==> src/rtl/pwm_deadtime.sv <==
// Complementary dead-time gate stage.
// Splits one PWM stream into hi/lo drives that never overlap.
module pwm_deadtime #(
  parameter int DT_W = 8
) (
  input  logic            clk,
  input  logic            n_reset,
  input  logic            en,
  input  logic            pwm_in,
  input  logic [DT_W-1:0] dead_cycles,
  input  logic            fault,
  input  logic            fault_clr,
  output logic            out_hi,
  output logic            out_lo,
  output logic            fault_latched
);

  typedef enum logic [2:0] {
    S_OFF,
    S_DTH,
    S_HIGH,
    S_DTL,
    S_LOW,
    S_FLT
  } state_t;

  state_t          state_q, state_d;
  logic [DT_W-1:0] cnt_q, cnt_d;
  logic            pwm_q;
  logic            cnt_done;
  logic            dead_d;
  logic            enter_dead;

  assign cnt_done = (cnt_q <= DT_W'(1));
  assign dead_d   = (state_d == S_DTH) || (state_d == S_DTL);
  assign enter_dead = dead_d && (state_d != state_q);

  // Next-state decode: fault beats disable beats normal flow.
  always_comb begin
    state_d = state_q;
    if (fault) begin
      state_d = S_FLT;
    end else if (state_q == S_FLT) begin
      if (fault_clr) state_d = S_OFF;
    end else if (!en) begin
      state_d = S_OFF;
    end else begin
      unique case (state_q)
        S_OFF:  state_d = pwm_q ? S_DTH : S_DTL;
        S_DTH: begin
          if (!pwm_q)        state_d = S_LOW;
          else if (cnt_done) state_d = S_HIGH;
        end
        S_HIGH: if (!pwm_q) state_d = S_DTL;
        S_DTL: begin
          if (pwm_q)         state_d = S_HIGH;
          else if (cnt_done) state_d = S_LOW;
        end
        S_LOW:  if (pwm_q) state_d = S_DTH;
        default: state_d = S_OFF;
      endcase
    end
  end

  // Dead counter: reload on entry, count down while waiting.
  always_comb begin
    cnt_d = cnt_q;
    if (enter_dead) begin
      cnt_d = dead_cycles;
    end else if (dead_d) begin
      cnt_d = cnt_q - DT_W'(1);
    end
  end

  // State, counter, input sync and registered gate outputs.
  always_ff @(posedge clk or negedge n_reset) begin
    if (!n_reset) begin
      state_q       <= S_OFF;
      cnt_q         <= '0;
      pwm_q         <= 1'b0;
      out_hi        <= 1'b0;
      out_lo        <= 1'b0;
      fault_latched <= 1'b0;
    end else begin
      state_q       <= state_d;
      cnt_q         <= cnt_d;
      pwm_q         <= pwm_in;
      out_hi        <= (state_d == S_HIGH);
      out_lo        <= (state_d == S_LOW);
      fault_latched <= (state_d == S_FLT);
    end
  end

endmodule

==> config.mk <==
export PLATFORM = sky130hd
export DESIGN_NAME = pwm_deadtime
export DESIGN_NICKNAME = d
export VERILOG_FILES = /design/src/rtl/pwm_deadtime.sv
export SDC_FILE = /design/constraint.sdc
export NUM_CORES = 1
export LEC_CHECK = 0
export CAP_MARGIN = 5
export CORE_ASPECT_RATIO = 0.9
export CORE_UTILIZATION = 47
export DETAILED_ROUTE_END_ITERATION = 10
export PLACE_DENSITY = 0.74
export SLEW_MARGIN = 5
export SYNTH_ARGS = -nofsm -noshare
export SYNTH_HDL_FRONTEND = slang
export SYNTH_SLANG_ARGS = --single-unit
==> constraint.sdc <==
create_clock -name clk -period 2 [get_ports clk]
set_input_delay 0.4 -clock clk [delete_from_list [all_inputs] [get_ports clk]]
set_output_delay 0.4 -clock clk [all_outputs]
set_load 0.02 [all_outputs]
# Word level (Yosys, flattened, before mapping)
# Index checks and enable logic that the tools add are counted.
[classes] addsub=1 reduce_logical=4 magnitude_cmp=1 muxes=14 eq_ne=11
[op_table] op="2-to-1 mux 3 bit" n=10
[op_table] op="2-to-1 mux 8 bit" n=2
[op_table] op="case mux 3 bit (5 select lines)" n=1
[op_table] op="equality test 3 x 2 -> 1 bit, second input constant" n=4
[op_table] op="equality test 3 bit, second input constant" n=4
[op_table] op="<= comparator 8 x 1 -> 1 bit, second input constant" n=1
[op_table] op="subtractor 8 x 1 -> 8 bit, second input constant" n=1
[op_table] op="equality test 3 x 1 -> 1 bit, second input constant" n=2
[op_table] op="logical NOT 3 bit" n=1
[op_table] op="inequality test 3 bit" n=1
[op_table] op="2-to-1 mux 2 bit" n=1
[op_table] op="nonzero test 2 bit" n=1
[op_table] op="logical AND 1 bit" n=1
[op_table] op="logical OR 1 bit" n=1
[word_totals] ff_bits=15 in_bits=14 output_inout_bits=3 word_cells=37

# Longest topological paths before layout
[logic_depth] word_depth=11 ltp_mapped=9 ltp_nobuf=8

# Worst setup path after synthesis
# Ideal clock, no wire load.
[synth_timing] kind="reg-to-reg" startpoint="reg cnt_q[0]" endpoint="reg cnt_q[6]" arrival_ns=1.974 setup_ns=0.138 synth_period_minus_slack_ns=2.112 path_stages_with_launch=9 t_required_ns=1.862 path_buffers=1 slack_ns=-0.112 cell_sequence="dfrtp_1 -> inv_1 -> ha_1 -> nor2_2 -> nor3_4 -> o41a_1 -> nor4b_4 -> buf_6 -> o221ai_1"
[synth_between] elab_chain_len=11 word_cells_on_any_way=18 classes_between="add/sub: 1; order compare: 1; eq/ne: 3; mux: 10; reduce/logical: 3"
[synth_lines] item="from (decl)" line_no="28" source="logic [DT_W-1:0] cnt_q, cnt_d;"
[synth_lines] item="from (signal assigned)" line_no="86" source="cnt_q <= cnt_d;"
[synth_lines] item="<= comparator 8 x 1 -> 1 bit" line_no="34" source="assign cnt_done = (cnt_q <= DT_W'(1));"
[synth_lines] item="2-to-1 mux 3 bit, on equally long branches" line_no="57, 52"
[synth_lines] item="2-to-1 mux 3 bit, on equally long branches" line_no="56, 51"
[synth_lines] item="case mux 3 bit (5 select lines)" line_no="48" source="unique case (state_q)"
[synth_lines] item="2-to-1 mux 3 bit" line_no="45" source="end else if (!en) begin"
[synth_lines] item="2-to-1 mux 3 bit" line_no="43" source="end else if (state_q == S_FLT) begin"
[synth_lines] item="2-to-1 mux 3 bit" line_no="41" source="if (fault) begin"
[synth_lines] item="equality test 3 x 1 -> 1 bit / equality test 3 x 2 -> 1 bit (equally long branches)" line_no="35" source="assign dead_d = (state_d == S_DTH) || (state_d == S_DTL);"
[synth_lines] item="logical OR 1 bit" line_no="35"
[synth_lines] item="logical AND 1 bit" line_no="36" source="assign enter_dead = dead_d && (state_d != state_q);"
[synth_lines] item="2-to-1 mux 8 bit / nonzero test 2 bit (equally long branches)"
# Several ways; a longest one is shown, not always the timed one. The select of a mux whose other input is x is not followed.
# A chain may end at the register's enable or synchronous reset.

# Final worst setup path
[layout_timing] startpoint="reg cnt_q[0]" endpoint="reg cnt_q[5]"
# The elaborated chain is that of the path after synthesis.

==> reports/results.txt <==
The run finished, with violations left. The checks that failed: negative setup slack. Among all flip-flop cells after synthesis, the most frequent one is dfrtp_1.

A synthesized cell averages 9.882 um^2. The logs give -0.05708 ns for the setup slack of the critical path after layout and 35.17% for the fraction of the yosys area taken by sequential cells. Clock tree synthesis selected as its root buffer the cell clkbuf_4. The placed wire-length estimate is 1749 um. In the detailed route, the total length drawn on met2 is 1005 um. The highest ir drop seen on vdd was 0.6011 mV; the worst-path maximum fanout was 18.

The logs give 0 for the number of max-slew violations in the final report and 0 for the total of warnings raised by yosys. The static leakage came out at 0.6309 nW. The areal power density over the cells was 806.9 mW/mm^2; the final critical-path share of the clock period was 102.9%.

The floorplan die width came out at 52.23 um. The worst path needs 2.057 ns of the cycle, external delays included. The floorplan die height was 47.21 um. TritonCTS built the clock tree. After technology mapping, the gate count stands at 108. The number of nets in the synthesized netlist is 124. The post-CTS setup buffer count is 0. The total iterations of the first detailed-routing run is 4. The measured slew at the worst slew-check pin came out at 0.3670 ns. The run gives 43 as the post-synthesis cell type count.

The average via count per standard cell was 5.237; the register bit count reported by yosys was 15. The maximum number of pins on one net before global-route repair is 19. Clock-pin slew was measured on the worst setup and hold paths at 0.10 ns. STA classifies the critical path endpoint as a flip-flop. At the worst endpoint, the required time is 2.22 ns.

The number of flops mapped to enable cells by yosys was 0; the total instance count after detailed placement was 165. For this run, the post-layout net count is 161. The logs give 18 for the number of DRC violations after detailed-routing iteration 0 and 65 um for the routed length on met3. The initialized floorplan defines 15 standard-cell rows. The tools report the final number of hold-violating endpoints as 0. After detailed routing, the average wire length per cell comes to 12.97 um. The logs give 0 for the reported max-cap violation count and 17 for the number of I/O pins. Setup repair after global routing could not meet its margin everywhere. The detailed-routing wirelength on met1 is 1098 um. The number of global-route vias before repair is 810, and the post-place instance area is 0.001409 mm^2. The die covers 0.002466 mm^2. The first global-routing pass estimated 3567 um of wire.

The tightest min-delay check is of the input port to asynchronous set/reset pin type. The tools report the total CTS buffers as 3. Signal routing reaches up to met4. The number of antenna diodes in the final layout is 0. The clock passes through at most 2 buffers. Global routing used 20.28% of the available tracks across all layers. From synthesis to final layout, the design area changed by 35.40%.

The via count is 885, and the number of antenna violations at the first check in global routing is 0. The routed design has 2192 um of wire. The initial core utilization is 52.65%, and the source-to-sink clock delay at the later pin of the worst-skew pair is 0.30 ns. The headroom to the max-slew limit was 75.34%; the design area was 0.001445 mm^2. For this design, the sink count on the clock tree is 15.

The worst setup path is launched from a flip-flop. For this run, asynchronously set or reset flops after synthesis account for 100.0%. Setup violations remaining at the end of the flow were counted as 7. The CTS H-tree depth came out at 1. After detailed routing, the number of remaining DRC violations is 0. The clock arrives with 0.001848 ns of skew.

The worst setup path is of the flip-flop to flip-flop kind. The number of port buffers is 16, and the data arrival time of the critical path is 2.28 ns. In the final layout, the share of cells above drive strength 1 is 29.86%.

After global routing the overflow that remains totals 0. The logs give 0.4861 GHz for the achievable frequency and 0 for the number of nets with antenna violations after routing. The run gives 169 as the post-layout instance count excluding filler cells. The cell area after technology mapping was 0.001067 mm^2; the weighted congestion at the end of routability-driven global placement was 0.9233. In this run the standard cell core region covers 0.002027 mm^2.
[routing by layer]
metal / vias to the layer above / global-route usage (%)
li1: 458 / -
met1: 404 / 27.83
met2: 19 / 32.82
met3: 4 / 3.883
met4: 0 / 6.316
met5: - / 0
[synth_stat cells, drive strengths merged (2+ instances only)]
cell     n  share of area [%]
dfrtp   15                 35
inv     11                3.9
nand2   11                3.9
o21ai    8                4.8
mux2i    7                6.6
nor2     7                2.7
a22oi    6                4.2
buf      6                5.6
a21oi    3                1.8
nand2b   3                1.8
a31oi    2                2.6
and3     2                1.2
ha       2                2.3
nand3    2               0.94
nor3     2                2.0
or3      2                1.6
[area by class of cell]
type | count | area, um^2
Clock buffer | 3 | 22.52
Clock inverter | 1 | 7.507
Fill cell | 151 | 581.8
Inverter | 11 | 41.29
Multi-Input combinational cell | 76 | 616.8
Sequential cell | 15 | 375.4
Tap cell | 25 | 31.28
Timing Repair Buffer | 38 | 350.3
[state kept, by name, summed over array words and instances, names as in the netlist]
name           cells
state_q            3
out_lo             1
out_hi             1
fault_latched      1
pwm_q              1
cnt_q              8
[per-stage QoR]
step / power, mW / setup TNS [ns] / utilization, % / hold WS, ns / worst slack, ns
floorplan: 0.7711 / -0.2735 / - / 0.1044 / -0.07045
global placement: 0.9445 / -1.894 / 69.51 / 0.5586 / -0.2667
detailed placement: 0.9803 / -2.154 / 69.51 / 0.5693 / -0.2907
CTS: 1.172 / -0.7272 / 70.99 / 0.4105 / -0.1206
global route: 1.241 / -0.9449 / 71.30 / 0.4244 / -0.1416
finish: 1.166 / -0.2761 / 71.30 / 0.4083 / -0.05708
[where the power goes]
part	internal (mW)	switching (mW)
Clock	0.0763	0.114
Sequential	0.381	0.0636
Combinational	0.280	0.252
Total	0.737	0.429
[cells in the final DEF (no fill, tap or decap), types with 2 or more instances in the layout]
| master | instances |
|---|---|
| a21oi_1 | 2 |
| a22oi_1 | 6 |
| and3_1 | 2 |
| buf_12 | 2 |
| buf_4 | 20 |
| clkbuf_4 | 3 |
| clkdlybuf4s50_1 | 16 |
| dfrtp_1 | 15 |
| inv_1 | 9 |
| inv_2 | 2 |
| mux2i_1 | 7 |
| nand2_1 | 11 |
| nand2b_1 | 3 |
| nand3_1 | 2 |
| nor2_1 | 6 |
| o21ai_0 | 2 |
| o21ai_1 | 5 |
[path summary, 6_finish.rpt]
check	startpoint	endpoint	slack (ns)	cells after the start
worst max-delay path	cnt_q[0]$_DFFE_PN0P_	cnt_q[5]$_DFFE_PN0P_	-0.06	8
max in group asynchronous	n_reset	cnt_q[0]$_DFFE_PN0P_	1.42	2
worst max register to register	cnt_q[0]$_DFFE_PN0P_	cnt_q[5]$_DFFE_PN0P_	-0.06	8
min in group clk	pwm_in	pwm_q$_DFF_PN0_	0.53	1
worst min-delay path	n_reset	fault_latched$_DFF_PN0_	0.41	2
worst min register to register	cnt_q[7]$_DFFE_PN0P_	cnt_q[7]$_DFFE_PN0P_	0.58	2
[repair_timing]
item | 4_1_cts | 5_1_grt
hold buffers | 0 | 0
pin swaps | 1 | 2
endpoints found under the setup margin | 8 | 9
resized for setup | 0 | 2
[kinds of logic after synthesis]
kind of cell | share of synthesized area (%)
and+or+nand+nor | 21.81
AOI/OAI and AO/OA | 22.74
buffers and inverters | 9.495
DFF | 35.17
muxes | 7.620
adders and majority gates | 2.344
xor gates and xnor gates | 0.8208
[worst max-delay path, cell delays in order (launching register included)]
cell     delay [ns]
dfrtp_1        0.42
ha_2           0.21
nor2_4         0.13
nor3_4         0.06
o41a_1         0.46
nor4b_4        0.28
buf_12         0.18
o21ai_1        0.07
a22oi_1        0.18
Power figures use the tool's default switching activity.
==> RTL change (config.mk and constraints unchanged) <==
The parameter `DT_W` goes from 8 to 9.
--- a/src/rtl/pwm_deadtime.sv
+++ b/src/rtl/pwm_deadtime.sv
@@ -2,5 +2,5 @@
 // Splits one PWM stream into hi/lo drives that never overlap.
 module pwm_deadtime #(
-  parameter int DT_W = 8
+  parameter int DT_W = 9
 ) (
   input  logic            clk,
Interface: changed (resized dead_cycles); port bits go from 17 to 18. No check against the original RTL was run, so the function may have changed too.
==> RTL change against the unedited design <==
- the run still ends with negative setup slack left
- total power is 10% higher
- worst setup slack worse by 0.019 ns
- routed wire length is 20% higher
- synthesized cell count is 0.93% lower
- area after synthesis is 7.0% lower
- sequential cell count is 1 higher
- final area is 2.9% higher
==> RTL change: results (changes against the unedited design) <==
Parameter                              Value

Outcome
  Result of the run    finished, violations left (unchanged)
  Violations in the final reports    negative setup slack (unchanged)

Power and ir drop
  Register share of total power    36.3% (was 38.2%)
  Peak supply drop    571 uV (was 601 uV)
  Power in the clock group    0.216 mW (was 0.190 mW)
  Switching share of total power    34.4% (was 36.8%)
  Power dissipated by switching net loads    0.442 mW (was 0.429 mW)

Global routing
  GRT Util Overall    23.3% (was 20.3%)
  Wire length of the first global-routing pass    3940 um (was 3570 um)
  Number of global-route vias before repair    905 (was 810)

STA
  Relative slew slack    74.1% (was 75.3%)
  Final worst slack    -0.0757 ns (was -0.0571 ns)
  Worst setup skew after layout    0.00566 ns (was 0.00185 ns)
  Final TNS setup    -0.332 ns (was -0.276 ns)
  Total setup violations reported at the end of the flow    7 (unchanged)
  Final hold slack    0.415 ns (was 0.408 ns)

Setup path
  Number of cell instances on the worst register-to-register path    11 (was 8)
  Capturing instance or port of the critical path    cnt_q[1] (was cnt_q[5])
  Max stage delay cell, worst path    sky130_fd_sc_hd__dfrtp_1 (was sky130_fd_sc_hd__o41a_1)
  Maximum net fanout on the critical path    5 (was 18)
  RR Startpoint    cnt_q[0] (unchanged)
  Critical path's largest stage delay    0.38 ns (was 0.46 ns)

Yosys
  Synth Area in XOR/XNOR    0.883% (was 0.821%)
  Synthesized area divided by synthesized cell count    9.27 um^2 (was 9.88 um^2)
  Part of the Yosys area used for sequential elements    40.4% (was 35.2%)
  Dominant cells by area after synthesis    sky130_fd_sc_hd__dfrtp_1 40%, sky130_fd_sc_hd__mux2i_1 7.1%, sky130_fd_sc_hd__o21ai_0 4.5%, sky130_fd_sc_hd__inv_1 3.8%, sky130_fd_sc_hd__nor2_1 3.8% (was sky130_fd_sc_hd__dfrtp_1 35%, sky130_fd_sc_hd__mux2i_1 6.6%, sky130_fd_sc_hd__a22oi_1 4.2%, sky130_fd_sc_hd__buf_6 4.2%, sky130_fd_sc_hd__inv_1 3.9%)
  Mux cell area share after synthesis    7.06% (was 7.62%)
  Leading post-synthesis cells by instance count    16 x sky130_fd_sc_hd__dfrtp_1, 10 x sky130_fd_sc_hd__inv_1, 10 x sky130_fd_sc_hd__nor2_1 (was 15 x sky130_fd_sc_hd__dfrtp_1, 11 x sky130_fd_sc_hd__inv_1, 11 x sky130_fd_sc_hd__nand2_1)
  Count of distinct cell types in the synthesized netlist    38 (was 43)

Placement
  Input/output buffers    17 (was 16)
  Worst setup slack after placement    -0.744 ns (was -0.291 ns)
  DP Cell Count    170 (was 165)
  Last weighted congestion value of the routability-driven placer    0.906 (was 0.923)

Routing
  Detailed-route wire length per cell    14.4 um (was 13.0 um)
  Final wirelength    2620 um (was 2190 um)
  Total vias in the final route    1001 (was 885)
  Number of violations reported at the end of detailed-routing iteration 0    31 (was 18)

Finish
  Largest registers ranked by flip-flop count    cnt_q: 9 flops, state_q: 3 flops (was cnt_q: 8 flops, state_q: 3 flops)
  Proportion of layout cells with a drive suffix above 1    30.6% (was 29.9%)
  Number of fill cells in the layout    136 (was 151)
## RTL change: cell count changes in the layout (fill, tap and decap cells not counted), sizes merged, moves of 2 or more
cell,change
a21boi,+2
a21oi,+2
a22oi,-6
a31oi,-2
buf,+9
nand2,-6
nor2,+3
nor2b,+2
o22ai,+5
or3,+2
## RTL change: layout make-up
| class | count | area, um^2 | area share, % |
|---|---|---|---|
| tap | 25 | 31.3 | 2.10 |
| timing repair buffer | 48 | 418 | 28.1 |
| multi-input combinational | 79 | 564 | 37.9 |
| inverter | 10 | 37.5 | 2.52 |
| sequential | 16 | 400 | 26.9 |
| clock buffer | 4 | 36.3 | 2.44 |
## RTL change: routing by layer
metal	wire (um)	GRT usage [%]	part of all wire (%)
met5	0	0	0
met4	31	9.44	1.2
met3	164	6.00	6.3
met2	1200	36.5	46
met1	1230	31.0	47
## RTL change: timing repair
action                                  in CTS  in global routing
pin swaps                                    3                  4
endpoints found under the setup margin       8                  9
setup buffers                                3                  4
cloned                                       0                  1
resized for setup                            6                 12
